--- src/rtl/key_loader_32_if.sv ---
// Key-store beat bus plus the key/status lines of the loader.
// The master side is the key-store/requester; the slave side is the loader.
interface key_loader_32_if #(
  parameter int KEY_WIDTH  = 32,
  parameter int BEAT_WIDTH = 8
);
  logic                  load_start;
  logic                  src_valid;
  logic [BEAT_WIDTH-1:0] src_data;
  logic                  src_ready;
  logic [KEY_WIDTH-1:0]  key_out;
  logic                  key_valid;
  logic                  load_busy;
  logic                  load_error;

  modport master (
    output load_start, src_valid, src_data,
    input  src_ready, key_out, key_valid, load_busy, load_error
  );

  modport slave (
    input  load_start, src_valid, src_data,
    output src_ready, key_out, key_valid, load_busy, load_error
  );
endinterface

--- src/rtl/key_loader_32.sv ---
// Fetches the unlock key beat by beat, verifies a trailing additive checksum and
// only then publishes it to the locked core; the core sees zero until then.
module key_loader_32 #(
  parameter int KEY_WIDTH      = 32,
  parameter int BEAT_WIDTH     = 8,
  parameter int TIMEOUT_CYCLES = 255
) (
  input logic            clk,
  input logic            rst,
  key_loader_32_if.slave bus
);
  localparam int NBEATS = KEY_WIDTH / BEAT_WIDTH;
  localparam int CNT_W  = (NBEATS > 1) ? $clog2(NBEATS) : 1;
  localparam logic [CNT_W-1:0] LAST_BEAT = CNT_W'(NBEATS - 1);
  localparam logic [15:0]      TMO_LAST  = 16'(TIMEOUT_CYCLES - 1);

  typedef enum logic [2:0] {IDLE, LOAD, CSUM, DONE, ERROR} state_t;

  state_t                state;
  logic [KEY_WIDTH-1:0]  shadow;
  logic [KEY_WIDTH-1:0]  key_out;
  logic [CNT_W-1:0]      beat_cnt;
  logic [BEAT_WIDTH-1:0] acc;
  logic [15:0]           tmo_cnt;
  logic                  src_ready;
  logic                  key_valid;
  logic                  load_busy;
  logic                  load_error;
  logic                  accept;

  function automatic logic [BEAT_WIDTH-1:0] csum_add(input logic [BEAT_WIDTH-1:0] a,
                                                     input logic [BEAT_WIDTH-1:0] b);
    csum_add = a + b;
  endfunction

  // src_ready is registered and high only in LOAD/CSUM, so it alone gates acceptance.
  assign accept = bus.src_valid && src_ready;

  always_ff @(posedge clk) begin
    if (rst) begin
      state      <= IDLE;
      shadow     <= '0;
      key_out    <= '0;
      beat_cnt   <= '0;
      acc        <= '0;
      tmo_cnt    <= '0;
      src_ready  <= 1'b0;
      key_valid  <= 1'b0;
      load_busy  <= 1'b0;
      load_error <= 1'b0;
    end else begin
      case (state)
        IDLE, DONE, ERROR: begin
          if (bus.load_start) begin
            state      <= LOAD;
            shadow     <= '0;
            key_out    <= '0;
            beat_cnt   <= '0;
            acc        <= '0;
            tmo_cnt    <= '0;
            src_ready  <= 1'b1;
            key_valid  <= 1'b0;
            load_busy  <= 1'b1;
            load_error <= 1'b0;
          end
        end
        LOAD: begin
          if (accept) begin
            for (int k = 0; k < NBEATS; k++) begin
              if (beat_cnt == CNT_W'(k)) shadow[k*BEAT_WIDTH +: BEAT_WIDTH] <= bus.src_data;
            end
            acc     <= csum_add(acc, bus.src_data);
            tmo_cnt <= '0;
            if (beat_cnt == LAST_BEAT) state <= CSUM;
            else                       beat_cnt <= beat_cnt + 1'b1;
          end else if (tmo_cnt == TMO_LAST) begin
            state      <= ERROR;
            key_out    <= '0;
            src_ready  <= 1'b0;
            key_valid  <= 1'b0;
            load_busy  <= 1'b0;
            load_error <= 1'b1;
          end else begin
            tmo_cnt <= tmo_cnt + 1'b1;
          end
        end
        CSUM: begin
          if (accept) begin
            tmo_cnt   <= '0;
            src_ready <= 1'b0;
            load_busy <= 1'b0;
            if (bus.src_data == acc) begin
              state     <= DONE;
              key_out   <= shadow;
              key_valid <= 1'b1;
            end else begin
              state      <= ERROR;
              key_out    <= '0;
              key_valid  <= 1'b0;
              load_error <= 1'b1;
            end
          end else if (tmo_cnt == TMO_LAST) begin
            state      <= ERROR;
            key_out    <= '0;
            src_ready  <= 1'b0;
            key_valid  <= 1'b0;
            load_busy  <= 1'b0;
            load_error <= 1'b1;
          end else begin
            tmo_cnt <= tmo_cnt + 1'b1;
          end
        end
        default: state <= IDLE;
      endcase
    end
  end

  assign bus.src_ready  = src_ready;
  assign bus.key_out    = key_out;
  assign bus.key_valid  = key_valid;
  assign bus.load_busy  = load_busy;
  assign bus.load_error = load_error;
endmodule

--- src/flat_wrapper.sv ---
// flat-port wrapper written by rule: the top's interface ports become plain ports
module key_loader_32_flat 
#(
  parameter int KEY_WIDTH      = 32,
  parameter int BEAT_WIDTH     = 8,
  parameter int TIMEOUT_CYCLES = 255
)
  (clk, rst, bus_load_start, bus_src_valid, bus_src_data, bus_src_ready, bus_key_out, bus_key_valid, bus_load_busy, bus_load_error);
  key_loader_32_if #(.KEY_WIDTH(KEY_WIDTH), .BEAT_WIDTH(BEAT_WIDTH)) bus_i ();
  input logic clk;
  input logic rst;
  input wire logic [$bits(bus_i.load_start)-1:0] bus_load_start;
  input wire logic [$bits(bus_i.src_valid)-1:0] bus_src_valid;
  input wire logic [$bits(bus_i.src_data)-1:0] bus_src_data;
  output wire logic [$bits(bus_i.src_ready)-1:0] bus_src_ready;
  output wire logic [$bits(bus_i.key_out)-1:0] bus_key_out;
  output wire logic [$bits(bus_i.key_valid)-1:0] bus_key_valid;
  output wire logic [$bits(bus_i.load_busy)-1:0] bus_load_busy;
  output wire logic [$bits(bus_i.load_error)-1:0] bus_load_error;
  assign bus_i.load_start = bus_load_start;
  assign bus_i.src_valid = bus_src_valid;
  assign bus_i.src_data = bus_src_data;
  assign bus_src_ready = bus_i.src_ready;
  assign bus_key_out = bus_i.key_out;
  assign bus_key_valid = bus_i.key_valid;
  assign bus_load_busy = bus_i.load_busy;
  assign bus_load_error = bus_i.load_error;
  key_loader_32 #(.KEY_WIDTH(KEY_WIDTH), .BEAT_WIDTH(BEAT_WIDTH), .TIMEOUT_CYCLES(TIMEOUT_CYCLES)) u_core (.clk(clk), .rst(rst), .bus(bus_i));
endmodule
--- config.mk ---
export PLATFORM = sky130hd
export DESIGN_NAME = key_loader_32_flat
export DESIGN_NICKNAME = d
export VERILOG_FILES = /design/src/rtl/key_loader_32_if.sv /design/src/rtl/key_loader_32.sv /design/src/flat_wrapper.sv
export SDC_FILE = /design/constraint.sdc
export NUM_CORES = 1
export LEC_CHECK = 0
export BUFFER_PORTS_ARGS = -buffer_cell sky130_fd_sc_hd__buf_4
export CAP_MARGIN = 20
export CORE_MARGIN = 10
export CORE_UTILIZATION = 58
export CTS_CLUSTER_DIAMETER = 80
export DETAILED_ROUTE_END_ITERATION = 10
export HOLD_SLACK_MARGIN = 0.02
export PLACE_DENSITY = 0.8
export SYNTH_ARGS = -nofsm -noshare
export SYNTH_HDL_FRONTEND = slang
export SYNTH_SLANG_ARGS = --single-unit
export TNS_END_PERCENT = 100
--- constraint.sdc ---
create_clock -name clk -period 2.79 [get_ports clk]
set_clock_uncertainty 0.15 [all_clocks]
set_input_delay 0.837 -clock clk [delete_from_list [all_inputs] [get_ports clk]]
set_output_delay 0.837 -clock clk [all_outputs]
set_load 0.02 [all_outputs]
==> results summary, run 1 <==
The area of the multi-input gates came out at around 0.0023 mm2. The post-route netlist has 18.1% of its cells at a drive strength greater than 1. The final antenna-violating net count came out at 0. On the critical path the largest part of the delay comes from simple AND/OR/NAND/NOR gates. From bottom edge to top edge, the die measures 108 um. The count of mapped cells out of synthesis came out at 532. The average via count per standard cell came out at ~6. TritonCTS built the clock tree.

The number of gates given a new drive strength after cts came out at 0. The synthesized area per cell came out at 8.37 um2. The sum of buffers and inverters on the critical path is 2. The remaining design rule violation count came out at 0. The startpoint type of the worst setup path is an input port. The max-slew violation count is 0. STA classifies the critical path endpoint as a flop. The count of buffers inserted at the top-level ports is 47.

The critical path arrival is 2.74 ns. The type of the worst setup path is input port to flop. The worst setup slack after placement came out at -0.182 ns. The sequential element share of the synthesized area is 43.6%. The per-cell routed wire length is 16.9 um. The path class of the tightest hold or removal check is flop to flop. The most common library cell in the layout ignoring fill and taps is sky130_fd_sc_hd__dfxtp_1.

The run finished with clean final reports. In this run, synthesis produced a sequential element count of 97. The power density over the cells is 521 mW/mm2. The final net count came out at 613. After detailed routing, the total wire length is 11700 um. The final critical path time including I/O delays and setup came out at ~2.6 ns. The longest individual stage delay on the worst path came out at 0.38 ns. The number of synthesis warnings is 0. The max-slew headroom at the worst pin is a little under three fifths. The antenna diode count came out at 0.

The clock tree synthesis step divided the H-tree into 3 levels. Clock tree synthesis found a total of 97 sinks. The post-place instance area is 0.00501 mm2. Traced cell by cell, the critical path runs through buf_4 > ha_1 > nor4_1 > buf_4 > a31oi_1 > or3_1 > a221o_1 > a31oi_1.

At the pin with the least slew margin, the transition time is 0.654 ns. The number of distinct standard cells referenced by the synthesized netlist is 58. The horizontal die dimension came out at 108 um. The number of hold-repair buffers added at the cts stage came out at 0.

Once routing completed, OpenROAD measured the worst setup slack at 0.180 ns. On the critical path, the stage with the largest delay is an instance of sky130_fd_sc_hd__nor4_1. Yosys mapped a number of flops with a built-in enable equal to 0. The overall die area is 0.0116 mm2.

The area occupied by registers is between 0.0015 and 0.002 mm2. The number of buffers on the longest clock path came out at 2. The final core area utilization came out at 71.1%. The clock insertion delay at the later pin of the skew report came out at 0.36 ns. The detailed router placed 4199 vias in this run.

The reported max-cap violation count is 0. The cell area that synthesis handed to floorplanning was 0.00445 mm2. The layout has 620 filler cells.

The tree is rooted in a sky130_fd_sc_hd__clkbuf_8. Relative to the synthesized area, the layout overhead comes to 17.6%. The row count is 31. The starting density of the core is between 60% and 70%.

Of all flip-flops after synthesis, the portion carrying an async set or reset was 0%. Entering global routing, the biggest net connects 41 pins. The total area inside the core boundary comes to 0.00737 mm2. The placer congestion estimate came out at approximately 0.94. The share of the clock period used by the worst path is 93.5%. In the global route stage, overall resource usage came out at 20.4%. The required time at the endpoint of the critical path is 2.92 ns. The hold violation total from the final report came to 0.

Synthesis produced a netlist with a net count of 558. The via count of the first global-routing pass is 3953. The most used flip-flop cell after synthesis is sky130_fd_sc_hd__dfxtp_1. The post-CTS clock slew at the launch and capture registers of the worst setup and hold paths came out at about 0.10 ns. The violation count after the first detailed-route iteration came out at 313. The length of the first detailed-routing pass in iterations is 5.

The number of ports placed on the die boundary is 48. The number of clock buffers added by TritonCTS is 9. In the layout the commonest cells are sky130_fd_sc_hd__dfxtp_1 (97), sky130_fd_sc_hd__buf_4 (77), sky130_fd_sc_hd__a21oi_1 (58). The largest vdd supply drop came out at 0.299 mV. The post-DP HPWL is about 8500 um. Setup violations remaining at the end of the flow were counted as 0.

The final worst hold slack is 0.306 ns. Of all nets on the critical path, the largest fanout is 2. Power comes to between 2 and 3 mW. The first-pass GRT wire length came out at 19600 um. The global route total overflow came out at 0. The number of antenna violations at the first check in global routing came out at 0. The cell area after layout is 0.00524 mm2. Setup repair after global routing left no endpoint under its margin. In this run the static leakage power is around 2.0 nW. Once the clock tree was built, the setup fixing pass inserted 0 buffers. The highest clock rate is 0.383 GHz.
[state kept, by name, summed over array words and instances, names as in the netlist]
register / cells
u_core.bus.key_valid: 1
u_core.bus.load_busy: 1
u_core.beat_cnt: 2
u_core.bus.src_ready: 1
u_core.state: 3
u_core.bus.key_out: 32
u_core.acc: 8
u_core.tmo_cnt: 16
u_core.shadow: 32
u_core.bus.load_error: 1
[path summary, 6_finish.rpt]
path | slack, ns | depth (start not counted) | from | to
max | 0.18 | 8 | bus_src_data[1] | u_core.state[0]
max reg2reg | 0.36 | 5 | u_core.state[1] | u_core.tmo_cnt[3]
min reg2reg | 0.31 | 2 | u_core.shadow[18] | u_core.bus.key_out[18]
min | 0.31 | 2 | u_core.shadow[18] | u_core.bus.key_out[18]
[power by group]
group,internal [mW],switching [mW]
combinational,0.0875,0.175
sequential,1.40,0.0127
clock,0.525,0.533
[synth_stat cells (all sizes together), types with 2 or more instances]
cell / number / share of area, %
a211oi: 10 / 1.7
a21o: 5 / 0.84
a21oi: 60 / 6.9
a22oi: 29 / 4.9
a31o: 2 / 0.39
a31oi: 6 / 0.84
and2: 2 / 0.34
and3: 5 / 0.70
and4: 3 / 0.59
buf: 14 / 2.1
clkbuf: 20 / 1.7
dfxtp: 97 / 44
ha: 13 / 3.7
inv: 10 / 0.84
nand2: 57 / 4.8
nand2b: 3 / 0.59
nand3: 27 / 3.0
nand3b: 3 / 0.51
nand4: 9 / 1.3
nor2: 47 / 4.2
nor2b: 4 / 0.56
nor3: 8 / 1.0
nor4: 2 / 0.28
o211a: 2 / 0.45
o211ai: 4 / 0.67
o21a: 3 / 0.51
o21ai: 45 / 5.1
o21bai: 2 / 0.34
o22ai: 3 / 0.42
o31ai: 5 / 0.84
or3: 6 / 0.84
or4: 7 / 1.2
xnor2: 2 / 0.39
xor2: 4 / 0.79
[cell families (layout without fill, tap and decap cells)]
family,Yosys count,count (layout),synth area share (%)
buffers and inverters,44,104,4.58
flip-flops,97,97,43.6
AO/OA/AOI/OAI,184,184,25.7
multiplexers,1,1,0.225
AND/OR/NAND/NOR,186,186,20.6
adder cells (fa/ha/maj),14,14,4.10
XOR/XNOR,6,6,1.18
[per-stage QoR]
stage / std cells / setup TNS [ns]
after floorplan: 532 / 0
after global placement: 675 / -2.03
after detailed placement: 675 / -1.95
after CTS: 691 / 0
after global routing: 691 / 0
final: 691 / 0
[per-layer routing]
metal | routed length (um) | track usage (%) | vias to the layer above
li1 | - | - | 2058
met1 | 5340 | 27.3 | 1985
met2 | 5410 | 31.7 | 140
met3 | 695 | 3.89 | 16
met4 | 239 | 8.11 | 0
met5 | 0 | 0 | -
[worst min-delay path, stage by stage, from the launching register on]
cell	delay (ns)
sky130_fd_sc_hd__dfxtp_1	0.32
sky130_fd_sc_hd__nand2_1	0.05
sky130_fd_sc_hd__a21oi_1	0.05
[cell type report]
type / instances / area share, %
Clock buffer: 9 / 2.36
Clock inverter: 7 / 2.03
Inverter: 10 / 0.717
Multi-Input combinational cell: 391 / 44.0
Sequential cell: 97 / 37.1
Tap cell: 99 / 2.36
Timing Repair Buffer: 78 / 11.4
No activity file was read; power rests on OpenSTA's default activity.
==> inputs of run 2 (changes only) <==
- BUFFER_PORTS_ARGS: -buffer_cell sky130_fd_sc_hd__buf_4 -> unset
- CORE_UTILIZATION: 58 -> 60
- DONT_BUFFER_PORTS: unset -> 1
- PLACE_DENSITY: 0.8 -> 0.77
- clock period: 2.79 -> 2.6 ns (I/O delays scaled with it)
==> run 2 against run 1 <==
Against the previous run: non-clock buffer count decreased by 55; routed wire length decreased by 5.8%; die area decreased by 2.7%; global-route usage decreased by 1.1 points; flip-flop and latch count unchanged; critical path depth decreased by 2; critical endpoint is now u_core.tmo_cnt[5]; utilization decreased by 5.1 points; first-iteration DRC count decreased by 11%; final cell count decreased by 8.0%.
==> results summary, run 2 (synthesis results as in run 1) <==
The post-CTS clock slew at the launch and capture registers of the worst setup and hold paths came out at 0.11 ns (was 0.10 ns). The met1 demand-to-capacity share in global routing was 24.6% (was 27.3%). The most common library cell in the layout ignoring fill and taps is sky130_fd_sc_hd__dfxtp_1 (unchanged).

The final net count came out at 558 (was 613). The length of the first detailed-routing pass in iterations is 5 (unchanged). The global route total overflow came out at 0 (unchanged). Series of cell instances along the critical path: nand2b_1 > a211o_1 > nor3_1 > buf_4 > or4_1 > a21oi_1 (was buf_4 > ha_1 > nor4_1 > buf_4 > a31oi_1 > or3_1 > a221o_1 > a31oi_1). The hold violation total from the final report was 0 (unchanged). The gate family responsible for the most delay along the worst path was simple AND/OR/NAND/NOR gates (unchanged). The nature of the critical path endpoint was a flop (unchanged).

The sum of buffers and inverters on the critical path is 1 (was 2). The remaining design rule violation count came to 0 (unchanged). The overall die area came out at 0.0113 mm2 (was 0.0116 mm2).

The routing layer with the top usage in global route is met2 (unchanged). The fraction of met3 tracks used by global routing was 5.68% (was 3.89%). The critical-path maximum fanout is 13 (was 2). The root buffer cell is sky130_fd_sc_hd__clkbuf_8 (unchanged). The number of standard cells in the final layout excluding fillers is 636 (was 691). The height of the chip is 106 um (was 108 um).

The area inside the core boundary came out at 0.00725 mm2 (was 0.00737 mm2). The clock tree from TritonCTS is done (unchanged). Setup repair after global routing missed its margin: false (unchanged). The number of sinks handled by clock tree synthesis came to 97 (unchanged). The reported max-cap violation count is 0 (unchanged). The global-route usage over all layers is 19.3% (was 20.4%).

The sum of internal, switching and leakage power came out at 2.69 mW (was 2.73 mW). The largest vdd supply drop is 0.396 mV (was 0.299 mV). Commonest non-fill, non-tap cells in the layout: sky130_fd_sc_hd__dfxtp_1 (97), sky130_fd_sc_hd__a21oi_1 (58), sky130_fd_sc_hd__nand2_1 (57) (was sky130_fd_sc_hd__dfxtp_1 (97), sky130_fd_sc_hd__buf_4 (77), sky130_fd_sc_hd__a21oi_1 (58)). The number of antenna violations at the first check in global routing is 0 (unchanged). The total placed cells including tap cells is 620 (was 675). The critical path's slowest cell is sky130_fd_sc_hd__dfxtp_1 (was sky130_fd_sc_hd__nor4_1). The max-slew headroom at the worst pin is 61.6% (was 56.2%). Largest registers: u_core.bus.key_out (32), u_core.shadow (32), u_core.tmo_cnt (16) (unchanged). The starting density of the core came out at 61.4% (was 60.4%). The number of hold-repair buffers added at the cts stage is 0 (unchanged). The total via count in the routed design is 3943 (was 4199). The final worst hold slack is 0.298 ns (was 0.306 ns). The final antenna-violating net count came out at 0 (unchanged). The critical path arrival is 2.54 ns (was 2.74 ns). The number of buffers on the longest clock path is 2 (unchanged). The horizontal die dimension is 106 um (was 108 um). The number of ports placed on the die boundary came to 48 (unchanged).

The total leakage power is 1.65 nW (was 1.96 nW). The longest individual stage delay on the worst path is 0.61 ns (was 0.38 ns). The total wire length after detailed routing came out at 11000 um (was 11700 um). The highest clock rate came out at 0.418 GHz.

The total CTS buffers is 9 (unchanged). The number of gates given a new drive strength after cts is 0 (unchanged). The per-cell routed wire length is 17.3 um (was 16.9 um). The worst min-delay path class is flop to flop (unchanged). The number of buffers added for setup after CTS is 0 (unchanged).

The required time at the endpoint of the critical path came out at 2.74 ns (was 2.92 ns). The power density over the cells is 561 mW/mm2 (was 521 mW/mm2). The fraction of layout instances using a drive strength above 1 is 9.68% (was 18.1%). The via count of the first global-routing pass came to 3617 (was 3953). Result of the run: complete, no violations (unchanged). The antenna diode count is 0 (unchanged). The row count is 31 (unchanged). The routing usage on met2 is 30.9% (was 31.7%). The number of endpoints failing setup at the final stage is 0 (unchanged). The first-pass GRT wire length came to 18300 um (was 19600 um). The max-slew violation count came out at 0 (unchanged).

The final critical path time including I/O delays and setup came out at 2.39 ns. The startpoint type of the worst setup path is a flop (was input port). The pin count of the biggest net entering global routing is 81 (was 41).

The average via count per standard cell is 6.20 (was 6.08). The H-tree depth was 3 (unchanged). The count of buffers inserted at the top-level ports is 0 (was 47). The type of the worst setup path is flop to flop (was input port to flop). The violation count after the first detailed-route iteration is 279 (was 313). The share of the clock period used by the worst path came out at 92.1%.

The clock insertion delay at the later pin of the skew report came out at 0.36 ns (about the same). The area overhead of the layout relative to synthesis was 7.50% (was 17.6%). The placer congestion estimate is 0.868 (was 0.938). The post-DP HPWL is 7670 um (was 8500 um).

The measured slew at the worst slew-check pin came to 0.573 ns (was 0.654 ns).
## run 2: changes by cell type in the layout (fill, tap and decap cells not counted), sizes merged
cell / before / now
buf: 78 / 23
clkbuf: 9 / 10
bufinv: 2 / 0
clkinvlp: 0 / 1
## run 2: where the power goes
group / switching, mW / internal, mW
Clock: 0.561 / 0.395
Sequential: 0.0188 / 1.50
Combinational: 0.142 / 0.0725
## run 2: final timing paths
path | startpoint | to | slack (ns) | cells after the start
max | u_core.state[0] | u_core.tmo_cnt[5] | 0.21 | 6
min | u_core.shadow[3] | u_core.bus.key_out[3] | 0.30 | 2
max reg2reg | u_core.state[0] | u_core.tmo_cnt[5] | 0.21 | 6
min reg2reg | u_core.shadow[3] | u_core.bus.key_out[3] | 0.30 | 2
## run 2: cell type report
type	count	area, um2
timing repair buffer	23	185
sequential	97	1940
clock buffer	10	138
multi-input combinational	391	2310
tap	99	124
clock inverter	6	53.8
inverter	10	37.5
fill	637	2470
## run 2: through the flow
stage               utilization (%)  worst slack, ns  instance area [um2]  TNS (ns)
finish                         66.0            0.205                 4790         0
detailed placement             63.4           -0.127                 4600    -0.698
floorplan                         -           0.0158                 4450         0
global route                   66.0           0.0593                 4790         0
CTS                            66.0            0.211                 4790         0
global placement               63.4          -0.0703                 4600   -0.0865
## run 2: metal layers
metal | share of wire, % | routed length, um
met2 | 48 | 5280
met1 | 44 | 4810
met3 | 6.9 | 758
met4 | 1.3 | 147
met5 | 0 | 0
## run 2: worst register-to-register path: cells and delay by family, from the launching register on
kind                   cells  cell delay [ns]
and+or+nand+nor            3             0.83
DFF                        1             0.61
AOI/OAI and AO/OA          2             0.54
buffers and inverters      1             0.19
